### config.mk
export PLATFORM = sky130hd
export DESIGN_NAME = sync_fifo_param
export DESIGN_NICKNAME = d
export VERILOG_FILES = /design/src/rtl/fifo_pkg.sv /design/src/rtl/fifo_ptr_ctrl.sv /design/src/rtl/sync_fifo_param.sv
export SDC_FILE = /design/constraint.sdc
export NUM_CORES = 1
export LEC_CHECK = 0
export ABC_CLOCK_PERIOD_IN_PS = 4300
export BUFFER_PORTS_ARGS = -buffer_cell sky130_fd_sc_hd__buf_2
export CELL_PAD_IN_SITES_DETAIL_PLACEMENT = 1
export CELL_PAD_IN_SITES_GLOBAL_PLACEMENT = 1
export CORE_MARGIN = 2
export CORE_UTILIZATION = 53
export CTS_CLUSTER_SIZE = 20
export DETAILED_ROUTE_END_ITERATION = 8
export MAX_ROUTING_LAYER = met4
export PLACE_DENSITY = 0.85
export SLEW_MARGIN = 15
export SYNTH_ARGS = -nofsm -noshare
export SYNTH_HDL_FRONTEND = slang
export SYNTH_SLANG_ARGS = --single-unit
### constraint.sdc
create_clock -name clk -period 4.3 [get_ports clk]
set_input_delay 0.43 -clock clk [delete_from_list [all_inputs] [get_ports clk]]
set_output_delay 0.43 -clock clk [all_outputs]
set_load 0.02 [all_outputs]
### src/rtl/fifo_pkg.sv
// fifo_pkg: shared defaults and types for the parametrised synchronous FIFO.
//   DEFAULT_DATA_WIDTH / DEFAULT_INDEX_WIDTH : default entry width and log2(depth)
//   DEFAULT_AF_THRESH / DEFAULT_AE_THRESH    : default almost-full / almost-empty margins
//   fifo_flags_t                             : status flag bundle driven by the top
package fifo_pkg;

  localparam int DEFAULT_DATA_WIDTH  = 8;
  localparam int DEFAULT_INDEX_WIDTH = 5;
  localparam int DEFAULT_AF_THRESH   = 2;
  localparam int DEFAULT_AE_THRESH   = 1;

  typedef struct packed {
    logic overflow;
    logic almost_full;
    logic almost_empty;
  } fifo_flags_t;

endpackage

### src/rtl/fifo_ptr_ctrl.sv
// fifo_ptr_ctrl: read/write pointers, occupancy count and full/empty for sync_fifo_param.
// Ports:
//   clk, rst     : clock, synchronous active-high reset
//   wr_req       : producer offers a word (in_valid)
//   rd_req       : consumer accepts head (out_ready)
//   push, pop    : completed handshakes this cycle
//   wr_addr      : storage index for the write
//   rd_addr      : storage index of the head entry
//   count        : entries stored, 0..DEPTH
//   full, empty  : pointer-derived occupancy state
module fifo_ptr_ctrl
  import fifo_pkg::*;
#(
  parameter int INDEX_WIDTH = DEFAULT_INDEX_WIDTH
) (
  input  logic                   clk,
  input  logic                   rst,
  input  logic                   wr_req,
  input  logic                   rd_req,
  output logic                   push,
  output logic                   pop,
  output logic [INDEX_WIDTH-1:0] wr_addr,
  output logic [INDEX_WIDTH-1:0] rd_addr,
  output logic [INDEX_WIDTH:0]   count,
  output logic                   full,
  output logic                   empty
);

  // One extra pointer bit distinguishes full from empty when the low bits match.
  logic [INDEX_WIDTH:0] wr_ptr, rd_ptr;

  assign full  = (wr_ptr[INDEX_WIDTH] != rd_ptr[INDEX_WIDTH]) &&
                 (wr_ptr[INDEX_WIDTH-1:0] == rd_ptr[INDEX_WIDTH-1:0]);
  assign empty = (wr_ptr == rd_ptr);

  // Full blocks writes even when a pop happens the same cycle (no pass-through).
  // Nothing completes on a reset cycle.
  assign push = wr_req && !full  && !rst;
  assign pop  = rd_req && !empty && !rst;

  assign wr_addr = wr_ptr[INDEX_WIDTH-1:0];
  assign rd_addr = rd_ptr[INDEX_WIDTH-1:0];

  always_ff @(posedge clk) begin
    if (rst) begin
      wr_ptr <= '0;
      rd_ptr <= '0;
      count  <= '0;
    end else begin
      if (push) wr_ptr <= wr_ptr + 1'b1;
      if (pop)  rd_ptr <= rd_ptr + 1'b1;
      case ({push, pop})
        2'b10:   count <= count + 1'b1;
        2'b01:   count <= count - 1'b1;
        default: count <= count;
      endcase
    end
  end

endmodule

### src/rtl/sync_fifo_param.sv
// sync_fifo_param: parametrised synchronous FIFO, first-word fall-through, valid/ready on
// both sides, programmable almost-full/almost-empty, live count and sticky overflow.
// Optional feature: define FIFO_HIGH_WATER_EN to add the high_water output (max count since
// reset or last clr_flags).
// Ports:
//   clk, rst               : clock, synchronous active-high reset
//   in_data/in_valid/in_ready     : write side handshake (in_ready = !full)
//   out_data/out_valid/out_ready  : read side handshake (out_valid = !empty)
//   count                  : entries stored, 0..DEPTH
//   almost_full            : count >= DEPTH-AF_THRESH
//   almost_empty           : count <= AE_THRESH
//   overflow               : sticky, set when a write is offered while full
//   clr_flags              : clears overflow (and reloads high_water)
//   high_water             : (FIFO_HIGH_WATER_EN only) peak count
module sync_fifo_param
  import fifo_pkg::*;
#(
  parameter int DATA_WIDTH  = DEFAULT_DATA_WIDTH,
  parameter int INDEX_WIDTH = DEFAULT_INDEX_WIDTH,
  parameter int AF_THRESH   = DEFAULT_AF_THRESH,
  parameter int AE_THRESH   = DEFAULT_AE_THRESH
) (
  input  logic                  clk,
  input  logic                  rst,
  input  logic [DATA_WIDTH-1:0] in_data,
  input  logic                  in_valid,
  output logic                  in_ready,
  output logic [DATA_WIDTH-1:0] out_data,
  output logic                  out_valid,
  input  logic                  out_ready,
  output logic [INDEX_WIDTH:0]  count,
  output logic                  almost_full,
  output logic                  almost_empty,
  output logic                  overflow,
`ifdef FIFO_HIGH_WATER_EN
  output logic [INDEX_WIDTH:0]  high_water,
`endif
  input  logic                  clr_flags
);

  localparam int DEPTH = 1 << INDEX_WIDTH;
  localparam logic [INDEX_WIDTH:0] AF_LEVEL =
    (AF_THRESH >= DEPTH) ? '0 : (INDEX_WIDTH+1)'(DEPTH - AF_THRESH);
  localparam logic [INDEX_WIDTH:0] AE_LEVEL = (INDEX_WIDTH+1)'(AE_THRESH);

  logic                   push, pop, full, empty;
  logic [INDEX_WIDTH-1:0] wr_addr, rd_addr;
  logic                   ovf_q;
  fifo_flags_t            flags;

  fifo_ptr_ctrl #(.INDEX_WIDTH(INDEX_WIDTH)) u_ptr (
    .clk    (clk),
    .rst    (rst),
    .wr_req (in_valid),
    .rd_req (out_ready),
    .push   (push),
    .pop    (pop),
    .wr_addr(wr_addr),
    .rd_addr(rd_addr),
    .count  (count),
    .full   (full),
    .empty  (empty)
  );

  // Storage is intentionally not reset; pointers define validity.
  logic [DATA_WIDTH-1:0] mem [DEPTH];

  always_ff @(posedge clk) begin
    if (push) mem[wr_addr] <= in_data;
  end

  assign out_data  = mem[rd_addr];
  assign in_ready  = !full;
  assign out_valid = !empty;

  // Set wins over clear when both happen in the same cycle.
  always_ff @(posedge clk) begin
    if (rst)                   ovf_q <= 1'b0;
    else if (in_valid && full) ovf_q <= 1'b1;
    else if (clr_flags)        ovf_q <= 1'b0;
  end

  always_comb begin
    flags.overflow     = ovf_q;
    flags.almost_full  = (AF_THRESH >= DEPTH) ? 1'b1 : (count >= AF_LEVEL);
    flags.almost_empty = (count <= AE_LEVEL);
  end

  assign overflow     = flags.overflow;
  assign almost_full  = flags.almost_full;
  assign almost_empty = flags.almost_empty;

`ifdef FIFO_HIGH_WATER_EN
  // Tracks the registered count, so the peak appears one cycle after count rises.
  logic [INDEX_WIDTH:0] hw_q;

  always_ff @(posedge clk) begin
    if (rst)                hw_q <= '0;
    else if (clr_flags)     hw_q <= count;
    else if (count > hw_q)  hw_q <= count;
  end

  assign high_water = hw_q;
`endif

endmodule
==> out/results.ini <==
[drt]
drtIter0Drc=489
routedWlPerCell_um=29.80
vias=5586
drt-pass1-iter-count=5
ant_nets=0
via_per_inst=6.298
drcViolationCount=0
wl_um=26430

[pwr]
powerDensity_nw_per_um2=492.3
peakVddDrop_mv=0.3071
power.total_uw=6205
p_leak_uw=0.004041

[yosys]
synth_seq_cells=280
seq_area_frac_synth=0.7329
yosysWarnings=0
synth_edf_count=256
synth_cell_types=39
synth-main-ff-cell=edfxtp_1
synth_fp_nets=569
synth_area_um2=11140
async_reset_ff_frac=0
synthTopCellsByArea=edfxtp_1 (69%), mux4_2 (16%), dfxtp_1 (4.3%)
synth_largest_area_cell=edfxtp_1
syn-instance-count=546
yosysMostFrequentCell=edfxtp_1
synth_common_cells=edfxtp_1 (256), mux4_2 (80), nor2_1 (31)
synth_top_area_share=0.6898
synth_area_per_cell_um2=20.41

[sta]
post-route-period-util=0.8438
fmax_mhz=275.6
relSlewSlack=0.2820
fin_skew_ns=0.01136
fin_ws_ns=0.6716
setup_violations=0
hold_viol_final=0
rsz0062_at_grt=no
min_period_ns=3.628
tns_ns=0
slew_viol_final=0
max_slew.worst_pin.slew_ns=1.071

[floorplan]
die_y_um=149.0
die_x_um=149.0
start_util=0.5352
rows=53
ios=32
die_area_um2=22200
core_um2=20820

[status]
status=finished, final reports clean

[setup_path]
crit_path_end_kind=primary output
crit_arrival_ns=3.20
cp.required_ns=3.87
worstPathMaxFanout=26
start_kind=flop
worst-setup-path-type=reg -> out

[clock_network]
clock_latency_ns=0.55
clkTransAtPathRegs_ns=0.06
clockRootBuffer=clkbuf_16
cts.htree.levels=1
clockBufferDepth=3
cts_setup_buffers=0
cts_resized=0
numCtsBuffers=29
cts_hold_buf=0
cts_tree=done
cts_sinks=280

[placed_design]
placed_area_um2=11600
gp_congestion=0.8268
io_buffers=31
hpwl_um=15140
place_inst=833
pre_cts_ws_ns=0.9339

[grt]
grt_max_degree=33
grt.overflow.total=0
grt_pass1_wl_um=39610
antenna_found_initial=0
track_usage=0.2566
grt_pass1_vias=5914

[worst_hold_path]
hold_class=in -> reg

[final_layout]
nNetsFinal=612
drive_above_1_share=0.2958
antenna_cells=0
postLayoutCellArea_um2=12600
instances_no_fill=887
syn_to_final_growth_pct=13.10

[flow_run]
cap_violations=0

[layer usage]
| layer | routed length (um) | global-route usage |
|---|---|---|
| met1 | 10720 | 0.3492 |
| met2 | 12890 | 0.3972 |
| met3 | 2120 | 0.05015 |
| met4 | 697 | 0.08476 |
| met5 | 0 | - |
[worst max-delay path, cell delays in order, from the launching register on]
cell and delay, ns:
dfxtp_2 0.78, buf_4 0.46, mux4_2 0.37, mux4_2 0.55, mux2_2 0.32, buf_2 0.17
[worst paths after layout]
kind | start | to | slack, ns | cells past startpoint
worst max register to register | u_ptr.wr_ptr[2] | u_ptr.count[5] | 0.89 | 10
worst min-delay path | in_valid | overflow | 0.19 | 3
worst min register to register | u_ptr.wr_ptr[5] | u_ptr.wr_ptr[5] | 0.55 | 2
worst max-delay path | flop | out_data[0] | 0.67 | 5
[cell type report]
class | instances | area, um^2
Tap cell | 275 | 344.1
Clock buffer | 37 | 785.8
Timing Repair Buffer | 39 | 227.7
Fill cell | 1766 | 8218
Multi-Input combinational cell | 232 | 2828
Inverter | 7 | 26.28
Clock inverter | 17 | 220.2
Sequential cell | 280 | 8173
[through the flow]
stage               utilization  hold WS [ns]
global placement         0.5570        0.5040
floorplan                     -        0.4879
CTS                      0.6053        0.1716
finish                   0.6053        0.1851
detailed placement       0.5570        0.5428
global route             0.6053        0.2177
[cells in the final DEF, fill, tap and decap left out, drive strengths merged, types with 2 or more instances in the layout]
master  count
xor2        8
dfxtp      24
inv         9
nand4b      2
bufinv      5
a21oi       9
and3b       2
o21ai       4
buf        39
nand2      11
clkinv     10
mux2        9
ha         10
nor2b       2
nor3b       3
and3       21
nand3       5
mux2i       3
edfxtp    256
nor3        6
nor2       31
nand4       2
clkbuf     37
xnor2      10
mux4       80
or3         3
[state kept, by name (all words and copies together), names as in the netlist, named ones only]
name and cells:
mem 256, overflow 1, u_ptr.count 6, u_ptr.rd_ptr 6
u_ptr.wr_ptr 6
[kinds of logic after synthesis]
group / count (synthesis) / synth area share
flip-flops: 280 / 0.7329
multiplexers: 92 / 0.1735
AND/OR/NAND/NOR: 92 / 0.04289
adder cells (fa/ha/maj): 10 / 0.01123
buffers and inverters: 34 / 0.01426
AO/OA/AOI/OAI: 20 / 0.01111
XOR/XNOR: 18 / 0.01415
[power by group]
group / leakage, uW / internal (uW) / switching [uW] / total (uW)
combinational: 0.00104 / 230 / 279 / 509
sequential: 0.00250 / 2990 / 57.4 / 3050
clock: 0.000502 / 1590 / 1050 / 2650
(Power assumes the default switching activity.)
